==> config.mk <==
export PLATFORM = sky130hd
export DESIGN_NAME = serial_terminal_rx
export DESIGN_NICKNAME = d
export VERILOG_FILES = /design/src/rtl/serial_terminal_rx.sv
export SDC_FILE = /design/constraint.sdc
export NUM_CORES = 1
export LEC_CHECK = 0
export CAP_MARGIN = 20
export CORE_MARGIN = 2
export CORE_UTILIZATION = 59
export CTS_CLUSTER_DIAMETER = 100
export CTS_CLUSTER_SIZE = 28
export DETAILED_ROUTE_END_ITERATION = 10
export PLACE_DENSITY = 0.85
export REMOVE_ABC_BUFFERS = 1
export SYNTH_ARGS = -nofsm -noshare
export SYNTH_HDL_FRONTEND = slang
export SYNTH_SLANG_ARGS = --single-unit
==> constraint.sdc <==
create_clock -name clk -period 3 [get_ports clk]
set_input_delay 0.3 -clock clk [delete_from_list [all_inputs] [get_ports clk]]
set_output_delay 0.3 -clock clk [all_outputs]
set_load 0.01 [all_outputs]
==> src/rtl/serial_terminal_rx.sv <==
// UART 8N1 receiver with 16x oversampling and a first-word-fall-through byte FIFO.
// rx_valid pulses one clock after the mid-stop-bit sample; the FIFO drops bytes when full (sticky overflow).
module serial_terminal_rx #(
   parameter int FIFO_DEPTH = 16,
   parameter int OVERSAMPLE = 16
) (
   input  logic                          clk,
   input  logic                          rst,
   input  logic                          rx,
   input  logic [15:0]                   baud_div,
   input  logic                          rd_en,
   output logic [7:0]                    rd_data,
   output logic                          empty,
   output logic                          full,
   output logic [$clog2(FIFO_DEPTH):0]   level,
   output logic                          rx_valid,
   output logic [7:0]                    rx_byte,
   output logic                          frame_err,
   output logic                          overflow
);

   localparam int AW = $clog2(FIFO_DEPTH);
   localparam int OW = $clog2(OVERSAMPLE);
   localparam logic [OW-1:0] OS_MID  = OW'(OVERSAMPLE / 2 - 1);
   localparam logic [OW-1:0] OS_LAST = OW'(OVERSAMPLE - 1);

   typedef enum logic [2:0] {
      S_IDLE      = 3'd0,
      S_START     = 3'd1,
      S_DATA      = 3'd2,
      S_STOP      = 3'd3,
      S_WAIT_IDLE = 3'd4
   } state_t;

   state_t          r_state;
   state_t          w_state_nxt;

   logic            r_sync1;
   logic            r_sync2;
   logic            w_rs;

   logic [15:0]     r_tick_cnt;
   logic            w_tick;
   logic [OW-1:0]   r_os_cnt;
   logic [2:0]      r_bit_idx;
   logic [7:0]      r_shift;

   logic            w_start_edge;
   logic            w_sample;
   logic            w_stop_pt;
   logic            w_accept;
   logic            w_ferr;

   logic            r_rx_valid;
   logic            r_frame_err;
   logic [7:0]      r_rx_byte;
   logic            r_overflow;

   logic [7:0]      r_mem [FIFO_DEPTH];
   logic [AW:0]     r_wr_ptr;
   logic [AW:0]     r_rd_ptr;
   logic            w_empty;
   logic            w_full;
   logic            w_push;
   logic            w_pop;

   // Two-flop synchronizer, preset high so reset never looks like a start bit
   always_ff @(posedge clk) begin
      if (rst) begin
         r_sync1 <= 1'b1;
         r_sync2 <= 1'b1;
      end else begin
         r_sync1 <= rx;
         r_sync2 <= r_sync1;
      end
   end

   assign w_rs   = r_sync2;
   assign w_tick = (r_tick_cnt == baud_div);

   // Restarting the divider on the start edge centres the samples in each bit
   always_ff @(posedge clk) begin
      if (rst) begin
         r_tick_cnt <= 16'd0;
      end else if (w_start_edge || w_tick) begin
         r_tick_cnt <= 16'd0;
      end else begin
         r_tick_cnt <= r_tick_cnt + 16'd1;
      end
   end

   always_ff @(posedge clk) begin
      if (rst) begin
         r_state <= S_IDLE;
      end else begin
         r_state <= w_state_nxt;
      end
   end

   always_comb begin
      w_state_nxt = r_state;
      unique case (r_state)
         S_IDLE: begin
            if (!w_rs) w_state_nxt = S_START;
         end
         S_START: begin
            if (w_tick && r_os_cnt == OS_MID) w_state_nxt = w_rs ? S_IDLE : S_DATA;
         end
         S_DATA: begin
            if (w_tick && r_os_cnt == OS_LAST && r_bit_idx == 3'd7) w_state_nxt = S_STOP;
         end
         S_STOP: begin
            if (w_tick && r_os_cnt == OS_LAST) w_state_nxt = w_rs ? S_IDLE : S_WAIT_IDLE;
         end
         S_WAIT_IDLE: begin
            if (w_rs) w_state_nxt = S_IDLE;
         end
         default: w_state_nxt = S_IDLE;
      endcase
   end

   always_comb begin
      w_start_edge = 1'b0;
      w_sample     = 1'b0;
      w_stop_pt    = 1'b0;
      unique case (r_state)
         S_IDLE:  w_start_edge = !w_rs;
         S_DATA:  w_sample     = w_tick && (r_os_cnt == OS_LAST);
         S_STOP:  w_stop_pt    = w_tick && (r_os_cnt == OS_LAST);
         default: ;
      endcase
   end

   assign w_accept = w_stop_pt && w_rs;
   assign w_ferr   = w_stop_pt && !w_rs;

   // Oversample counter restarts on every state change, so each phase counts from zero
   always_ff @(posedge clk) begin
      if (rst) begin
         r_os_cnt <= '0;
      end else if (w_state_nxt != r_state) begin
         r_os_cnt <= '0;
      end else if (w_tick) begin
         r_os_cnt <= (r_os_cnt == OS_LAST) ? '0 : r_os_cnt + 1'b1;
      end
   end

   always_ff @(posedge clk) begin
      if (rst) begin
         r_bit_idx <= 3'd0;
         r_shift   <= 8'h00;
      end else if (r_state == S_START) begin
         r_bit_idx <= 3'd0;
      end else if (w_sample) begin
         r_shift[r_bit_idx] <= w_rs;
         r_bit_idx          <= r_bit_idx + 3'd1;
      end
   end

   always_ff @(posedge clk) begin
      if (rst) begin
         r_rx_valid  <= 1'b0;
         r_frame_err <= 1'b0;
         r_rx_byte   <= 8'h00;
         r_overflow  <= 1'b0;
      end else begin
         r_rx_valid  <= w_accept;
         r_frame_err <= w_ferr;
         if (w_accept) r_rx_byte <= r_shift;
         if (w_accept && w_full && !w_pop) r_overflow <= 1'b1;
      end
   end

   assign w_empty = (r_wr_ptr == r_rd_ptr);
   assign w_full  = (r_wr_ptr[AW] != r_rd_ptr[AW]) && (r_wr_ptr[AW-1:0] == r_rd_ptr[AW-1:0]);
   assign w_pop   = rd_en && !w_empty;
   // A pop in the same clock frees the slot, so a full FIFO still takes the byte
   assign w_push  = w_accept && (!w_full || w_pop);

   always_ff @(posedge clk) begin
      if (rst) begin
         r_wr_ptr <= '0;
         r_rd_ptr <= '0;
      end else begin
         if (w_push) r_wr_ptr <= r_wr_ptr + 1'b1;
         if (w_pop)  r_rd_ptr <= r_rd_ptr + 1'b1;
      end
   end

   always_ff @(posedge clk) begin
      if (w_push) r_mem[r_wr_ptr[AW-1:0]] <= r_shift;
   end

   assign rd_data   = w_empty ? 8'h00 : r_mem[r_rd_ptr[AW-1:0]];
   assign empty     = w_empty;
   assign full      = w_full;
   assign level     = r_wr_ptr - r_rd_ptr;
   assign rx_valid  = r_rx_valid;
   assign rx_byte   = r_rx_byte;
   assign frame_err = r_frame_err;
   assign overflow  = r_overflow;

endmodule

# Yosys cells after proc, flatten, opt, wreduce, memory -nomap -nowiden
# Memories as Yosys holds them, arrays and structs flattened. A register that Yosys moved wholly into a read port is not among the register bits.
# Cells that the tools add are included.
# classes
add_sub_neg	6
n_eq_ne	12
n_reduce_logical	22
order_cmp	2
mux	20
bitwise_logic	1
# op_table
cell	count
3-bit two-way mux	6
16-bit by 1-bit adder with 16-bit output (second input constant)	1
16-bit == test	1
3-bit one-hot mux with 5 select lines	1
4-bit two-way mux	3
1-bit logical AND	11
5-bit by 1-bit adder with 5-bit output (second input constant)	2
8-bit bitwise mux	1
8-bit two-way mux	1
3-bit by 2-bit == test with 1-bit output (second input constant)	2
3-bit == test (second input constant)	2
1-bit two-way mux	6
2-bit OR reduction	3
5-bit == test	1
5-bit subtractor	1
4-bit by 1-bit adder with 4-bit output (second input constant)	1
4-bit by 3-bit == test with 1-bit output (second input constant)	1
4-bit == test	1
4-bit == test (second input constant)	1
1-bit zero test	4
3-bit by 4-bit less-than comparator with 1-bit output (second input constant)	1
3-bit by 1-bit adder with 3-bit output (second input constant)	1
1-bit demux with 3-bit select	1
3-bit by 1-bit == test with 1-bit output (second input constant)	1
8 further kinds	9
# totals
out_inout_bits	26
ff_bits	57
mem_count	1
mem_bits_rw	128
inputBits	20
wordCells	77
# memory_table
name	words	word_bits	read_ports	rd_clocked_by_memory_dff	write_ports	line	source
r_mem	16	8	1	1	1	59	logic [7:0] r_mem [FIFO_DEPTH];

# Logic depth before layout (Yosys ltp)
# Gate-level depths: netlist (run 1).
# depth
word_depth	7
depth_mapped	8
depth_no_buf	8

# Worst setup path after synthesis (run 1)
# No wires, ideal clock.
# synth_path
kind	reg2reg
start	reg r_wr_ptr[0]
end	mem r_mem[3][0] (enable)
path_buffers	0
t_required_ps	2617
setup_ps	383
path_slack_ps	440
t_arrival_ps	2176
path_stages_with_launch	9
period_less_slack_ps	2560
cell_sequence	dfxtp_1 inv_1 ha_1 nand4_1 nor2b_1 nor2b_1 nor3_4 nand2_1 nor3_1
# synth_via
elab_chain_len	7
elab_cells_between_ends	10
classes_between	eq/ne (2); mux (2); reduce/logical (6)
# synth_rtl
element	line	source
start, declared	60	logic [AW:0] r_wr_ptr;
start signal, assigned	185	if (w_push) r_wr_ptr <= r_wr_ptr + 1'b1;
4-bit == test	175	assign w_full = (r_wr_ptr[AW] != r_rd_ptr[AW]) && (r_wr_ptr[AW-1:0] == r_rd_ptr[AW-1:0]);
1-bit logical AND	175	
named net full	14	output logic full,
1-bit zero test	178	assign w_push = w_accept && (!w_full || w_pop);
1-bit logical OR	178	
1-bit logical AND	178	
1-bit two-way mux	191	if (w_push) r_mem[r_wr_ptr[AW-1:0]] <= r_shift;
1-bit two-way mux (not written as such)	191	
end, declared	59	
# The timed path passes the listed nets, and every way through them passes these cells.

# Worst setup path in the final report (run 1)
# layout_path
start	reg r_wr_ptr[0]
end	out level[4]
# layout_via
elab_chain_len	1
# layout_rtl
element	line	source
5-bit subtractor	197	assign level = r_wr_ptr - r_rd_ptr;
end, declared	15	output logic [$clog2(FIFO_DEPTH):0] level,
# No other way between the ends.

==> results of run 1 <==
[worst min path at each step]
stage,endpoint,slack [ns],depth (start not counted),startpoint
2_1_floorplan,r_state[2]$_SDFF_PP0_,0.36,1,rst
3_3_place_gp,r_sync2$_SDFF_PP1_,0.39,1,r_sync1$_SDFF_PP1_
3_5_place_dp,r_sync2$_SDFF_PP1_,0.41,1,r_sync1$_SDFF_PP1_
4_1_cts,r_sync2$_SDFF_PP1_,0.43,1,r_sync1$_SDFF_PP1_
5_1_grt,r_sync2$_SDFF_PP1_,0.44,1,r_sync1$_SDFF_PP1_
6_report,r_sync2$_SDFF_PP1_,0.42,1,r_sync1$_SDFF_PP1_
[sequential cells by signal, summed over array words and instances (netlist names), 4 cells and up, named ones only]
signal      cells
r_rd_ptr        5
r_mem         128
r_wr_ptr        5
r_shift         8
rx_byte         8
r_os_cnt        4
r_tick_cnt     16
[cell type report]
cell class              instances  area, µm²
fillers                       846       3762
clock buffers                  25      505.5
inverters                      13      48.80
flip-flops and latches        189       5069
multi-input cells             298       2748
well taps                     176      220.2
clock inverters                 7      86.33
repair buffers                 74      750.7
[timing repair]
| action | 4_1_cts | 5_1_grt |
|---|---|---|
| cloned | 3 | 0 |
| resized for setup | 10 | 2 |
| endpoints found under the setup margin | 8 | 3 |
| buffers inserted | 7 | 1 |
[cell families after synthesis]
logic type,count (synthesis),synth area share [%]
muxes,61,13.98
adders and majority gates,14,2.296
DFF,189,63.67
buffers and inverters,34,1.793
AOI/OAI and AO/OA,21,1.730
and+or+nand+nor,157,11.58
xor gates and xnor gates,45,4.954
[worst register-to-register path, delay by kind of cell, from the launching register on]
| family | cells | cell delay [ns] |
|---|---|---|
| simple gates | 5 | 1.22 |
| fa+ha+maj | 1 | 0.33 |
| flops | 1 | 0.42 |
| buf+inv | 2 | 0.33 |
[metrics by stage]
step / area (µm²) / setup TNS [ns] / hold slack, ns / utilization [%] / worst slack, ns
after global placement: 8693 / 0 / 0.3950 / 65.91 / 0.2742
final: 9428 / 0 / 0.4230 / 71.48 / 0.07329
after floorplan: 7861 / -0.02848 / 0.3646 / - / -0.003560
after detailed placement: 8693 / 0 / 0.4135 / 65.91 / 0.1547
after global routing: 9428 / 0 / 0.4371 / 71.48 / 0.001812
after CTS: 9415 / 0 / 0.4285 / 71.38 / 0.003206
[routing by layer]
layer	wire length, µm	vias to the layer above
met5	0	-
li1	-	2096
met4	335	0
met1	6883	2319
met3	789	26
met2	8641	148
[synthesized netlist by cell type]
cell,n
fa_1,1
buf_1,6
mux2_1,1
mux4_2,40
and3_1,23
o21ai_0,1
ha_1,13
inv_1,13
nand4_4,1
xnor2_1,19
nor4_4,1
and2_1,2
or3_1,4
o32a_1,1
nand2b_1,11
a211oi_2,1
nor2_1,50
buf_2,6
nor4_2,5
or2_1,2
dfxtp_1,61
o31ai_1,1
xor2_1,26
a211oi_1,1
nor2_8,1
nand3_1,8
nand4b_1,3
buf_6,1
nor3_1,6
nor4_1,1
a21oi_1,8
nand2_1,11
a32oi_1,1
mux2i_1,20
clkbuf_1,8
edfxtp_1,128
nand3b_1,1
a21o_1,4
nand4_1,8
a31oi_1,1
nor3_4,1
nor2b_1,15
and4bb_1,2
or3b_1,1
o21ai_1,2
[where the power goes]
group / switching (mW) / total, mW / internal (mW)
registers: 0.00777 / 2.76 / 2.75
clock network: 0.901 / 2.23 / 1.33
logic: 0.0356 / 0.0757 / 0.0401
==> flow_metrics.env, run 1 <==
export IMPL_synthTopCellsByArea="edfxtp_1, dfxtp_1, mux4_2"
export IMPL_dpl_hpwl_mm=10.77
export IMPL_max_freq_mhz=341.7
export IMPL_place_congestion=0.8352
export IMPL_hold_buffers=0
export IMPL_rsz0062_at_grt="no"
export IMPL_final_antenna_net_count=0
export IMPL_required_ns=2.70
export IMPL_irDropWorstVdd_uv=384.1
export IMPL_power_leakage_nw=3.705
export IMPL_syn_area_per_cell_um2=15.27
export IMPL_firstDrtPassIters=4
export IMPL_ys_seq_area_share_pct=63.67
export IMPL_busiest_layer="met2"
export IMPL_antenna_found_initial=0
export IMPL_clk_latency_ns=0.43
export IMPL_worstPathArrival_ns=2.63
export IMPL_critPathMaxStageDelay_ns=0.57
export IMPL_layout_common_cells="edfxtp_1, dfxtp_1, nor2_1, mux4_2, clkdlybuf4s50_1"
export IMPL_cp_common_cell="inv_1"
export IMPL_dp_cells=739
export IMPL_cp_max_fo=5
export IMPL_synth_area_um2=7955
export IMPL_ys_types=45
export IMPL_relSlewSlack_pct=47.37
export IMPL_cts_max_path_buffers=2
export IMPL_worstSetupPathType="flip-flop to output port"
export IMPL_core_um2=13190
export IMPL_worst_pin_slew_ns=0.7883
export IMPL_ys_warn_count=0
export IMPL_setup_viol=0
export IMPL_wl_mm=16.65
export IMPL_path_depth=8
export IMPL_io_buffers=45
export IMPL_htreeDepth=4
export IMPL_cts_tree="built"
export IMPL_clkSinkCount=189
export IMPL_synth_top_area_share_pct=48.32
export IMPL_use_met3_pct=4.515
export IMPL_grt_usage_pct=24.95
export IMPL_area_growth_pct=18.51
export IMPL_hold_path_class="flip-flop to flip-flop"
export IMPL_path_buf_inv=3
export IMPL_grt_pass1_wl_mm=26.23
export IMPL_slowest_stage="clkdlybuf4s50_1"
export IMPL_status="completed"
export IMPL_grt_use_met1_pct=31.99
export IMPL_die_area_um2=14430
export IMPL_grt_max_degree=40
export IMPL_drive_above_1_share_pct=17.66
export IMPL_viasPerCell=5.868
export IMPL_initial_core_util_pct=60.31
export IMPL_drv_cap=0
export IMPL_num_rows=42
export IMPL_start_kind="flip-flop"
export IMPL_layout_commonest_cell="edfxtp_1"
export IMPL_insertedDiodeCount=0
export IMPL_grt_pass1_vias=4724
export IMPL_crit_chain="inv_1, ha_1, fa_1, inv_1, a21o_1, a21oi_1, xor2_1, clkdlybuf4s50_1"
export IMPL_endpoint="level[4]"
export IMPL_crit_family="buffers and inverters"
export IMPL_grt_use_met2_pct=42.47
export IMPL_rrSetupSlack_ns=0.36
export IMPL_reg2reg_to="r_mem[12][6]$_DFFE_PP_"
export IMPL_min_period_over_period_pct=97.56
export IMPL_dr_total_vias=4589
export IMPL_power_mw=5.067
export IMPL_cp_startpoint="r_wr_ptr[0]$_SDFFE_PP0P_"
export IMPL_cts_buffers=17
export IMPL_r2r_start="r_wr_ptr[0]$_SDFFE_PP0P_"
export IMPL_cp_end_kind="output port"
export IMPL_clock_skew_ns=0.007473
export IMPL_fin_nets=627
export IMPL_fin_cells=782
export IMPL_avgRoutedWirePerCell_um=21.29
export IMPL_drcViolationCount=0
export IMPL_fp_dieW_um=120.1
export IMPL_slew_viol_final=0
export IMPL_die_h_um=120.1
export IMPL_power_density_nw_per_um2=537.4
export IMPL_hold_violations=0
export IMPL_synth_top_area_cell="edfxtp_1"
export IMPL_gr_total_overflow=0
export IMPL_drt_iter0_drc=501
export IMPL_period_minus_slack_ns=2.927
export IMPL_ys_ff_latch=189
export IMPL_cts_root_buf="clkbuf_16"
export IMPL_clk_pin_slew_ns=0.07
export IMPL_ff2ff_path_depth=8
export IMPL_io_pins=46
export IMPL_syn_inst=521
(Power assumes the default switching activity.)
==> run 2: changes to the inputs <==
Settings changed: CORE_UTILIZATION 59 to 62, CTS_BUF_LIST set to sky130_fd_sc_hd__clkbuf_8, PLACE_DENSITY 0.85 to 0.88.
==> run 2 against run 1 <==
Against the previous run:
- utilization grew 0.96 points
- combinational power shrank 1%
- flip-flop and latch count unchanged
- worst hold slack worse by 0.018 ns
- count of clock-buffer cells in the layout is 8 lower
- total power down 11%
- design area fell by 3.4%
- die area is 4.7% lower
- routed wire length down 5.5%
==> flow_metrics.env, run 2 (synthesis gave the netlist of run 1 again) <==
export IMPL_status="completed"
export IMPL_viasPerCell=5.863
export IMPL_die_h_um=117.3
export IMPL_largest_reg_flops=128
export IMPL_dpl_hpwl_mm=10.57
export IMPL_grt_pass1_wl_mm=24.95
export IMPL_gr_total_overflow=0
export IMPL_cts_setup_buffers=0
export IMPL_cts_tree="built"
export IMPL_grt_max_degree=40
export IMPL_core_um2=12570
export IMPL_worstPathArrival_ns=2.51
export IMPL_finalSetupTns_ns=0
export IMPL_die_area_um2=13750
export IMPL_htreeDepth=4
export IMPL_worst_pin_slew_ns=0.7949
export IMPL_io_buffers=45
export IMPL_clkSinkCount=189
export IMPL_required_ns=2.70
export IMPL_clk_latency_ns=0.45
export IMPL_insertedDiodeCount=0
export IMPL_firstDrtPassIters=5
export IMPL_fp_dieW_um=117.3
export IMPL_wl_mm=15.73
export IMPL_drive_above_1_share_pct=16.50
export IMPL_power_leakage_nw=3.530
export IMPL_place_congestion=0.8673
export IMPL_cts_buffers=17
export IMPL_worstSetupPathType="flip-flop to output port"
export IMPL_period_minus_slack_ns=2.809
export IMPL_power_density_nw_per_um2=495.5
export IMPL_grt_usage_pct=25.13
export IMPL_max_freq_mhz=355.9
export IMPL_avgRoutedWirePerCell_um=20.54
export IMPL_power_mw=4.510
export IMPL_area_growth_pct=14.44
export IMPL_start_kind="flip-flop"
export IMPL_layout_common_cells="edfxtp_1, dfxtp_1, nor2_1, mux4_2, clkdlybuf4s50_1"
export IMPL_clock_skew_ns=0.01558
export IMPL_drcViolationCount=0
export IMPL_num_rows=41
export IMPL_irDropWorstVdd_uv=226.5
export IMPL_drt_iter0_drc=432
export IMPL_hold_path_class="input pin to flip-flop"
export IMPL_slew_viol_final=0
export IMPL_grt_pass1_vias=4570
export IMPL_dr_wl_met3_um=788
export IMPL_highest_layer="met4"
export IMPL_cp_max_fo=16
export IMPL_cts_max_path_buffers=2
export IMPL_initial_core_util_pct=63.30
export IMPL_layout_commonest_cell="edfxtp_1"
export IMPL_setup_viol=0
export IMPL_wl_met1_mm=6.610
export IMPL_clk_pin_slew_ns=0.08
export IMPL_dr_total_vias=4491
export IMPL_drv_cap=0
export IMPL_hold_violations=0
export IMPL_hold_buffers=0
export IMPL_wl_met2_mm=8.037
export IMPL_final_util_pct=72.43
export IMPL_io_pins=46
export IMPL_dpl_cell_area_um2=8673
export IMPL_antenna_found_initial=0
export IMPL_fin_nets=615
export IMPL_cp_end_kind="output port"
export IMPL_hold_slack_ns=0.4046
export IMPL_relSlewSlack_pct=46.93
export IMPL_rsz0062_at_grt="no"
export IMPL_fin_area_um2=9104
export IMPL_cts_root_buf="clkbuf_8"
export IMPL_final_antenna_net_count=0
export IMPL_min_period_over_period_pct=93.65
## run 2: cell type report
| type | instances | area [µm²] |
|---|---|---|
| Sequential cell | 189 | 5070 |
| Clock buffer | 17 | 234.0 |
| Tap cell | 172 | 215.2 |
| Timing Repair Buffer | 62 | 615.6 |
| Fill cell | 796 | 3465 |
| Clock inverter | 15 | 172.7 |
| Inverter | 13 | 48.80 |
| Multi-Input combinational cell | 298 | 2748 |
## run 2: per-stage QoR
step	worst slack [ns]	instances
finish	0.1906	766
global route	0.08206	766
CTS	0.02279	766
detailed placement	0.2559	733
global placement	0.2902	733
floorplan	-0.003560	500
## run 2: repair_timing
item	4_1_cts	5_1_grt
pin swaps	0	0
gates cloned	1	0
endpoints found under the setup margin	8	1
resized for setup	10	2
## run 2: power by group
group / switching (mW) / total (mW) / internal [mW]
clock: 0.860 / 1.68 / 0.821
sequential: 0.00786 / 2.75 / 2.75
combinational: 0.0347 / 0.0749 / 0.0403
total: 0.902 / 4.51 / 3.61
## run 2: metal layers
layer	up-vias	GRT usage, %
met3	23	6.282
met5	-	0
met1	2234	32.75
li1	2080	-
met4	0	10.20
met2	154	40.88
## run 2: final timing paths
kind         cells after the start  slack (ns)                      from                     to
min                              2        0.40                        rx     r_sync1$_SDFF_PP1_
max reg2reg                      8        0.46  r_wr_ptr[0]$_SDFFE_PP0P_  r_mem[6][0]$_DFFE_PP_
max                              5        0.19                 flip-flop             rd_data[1]
min reg2reg                      1        0.41        r_sync1$_SDFF_PP1_     r_sync2$_SDFF_PP1_
## run 2: critical path, cell delays in order, from the launching register on
cell and delay, ns:
dfxtp_4 0.40, buf_12 0.19, mux4_2 0.57, mux4_2 0.49, nor2b_1 0.14, dlygate4sd2_1 0.28
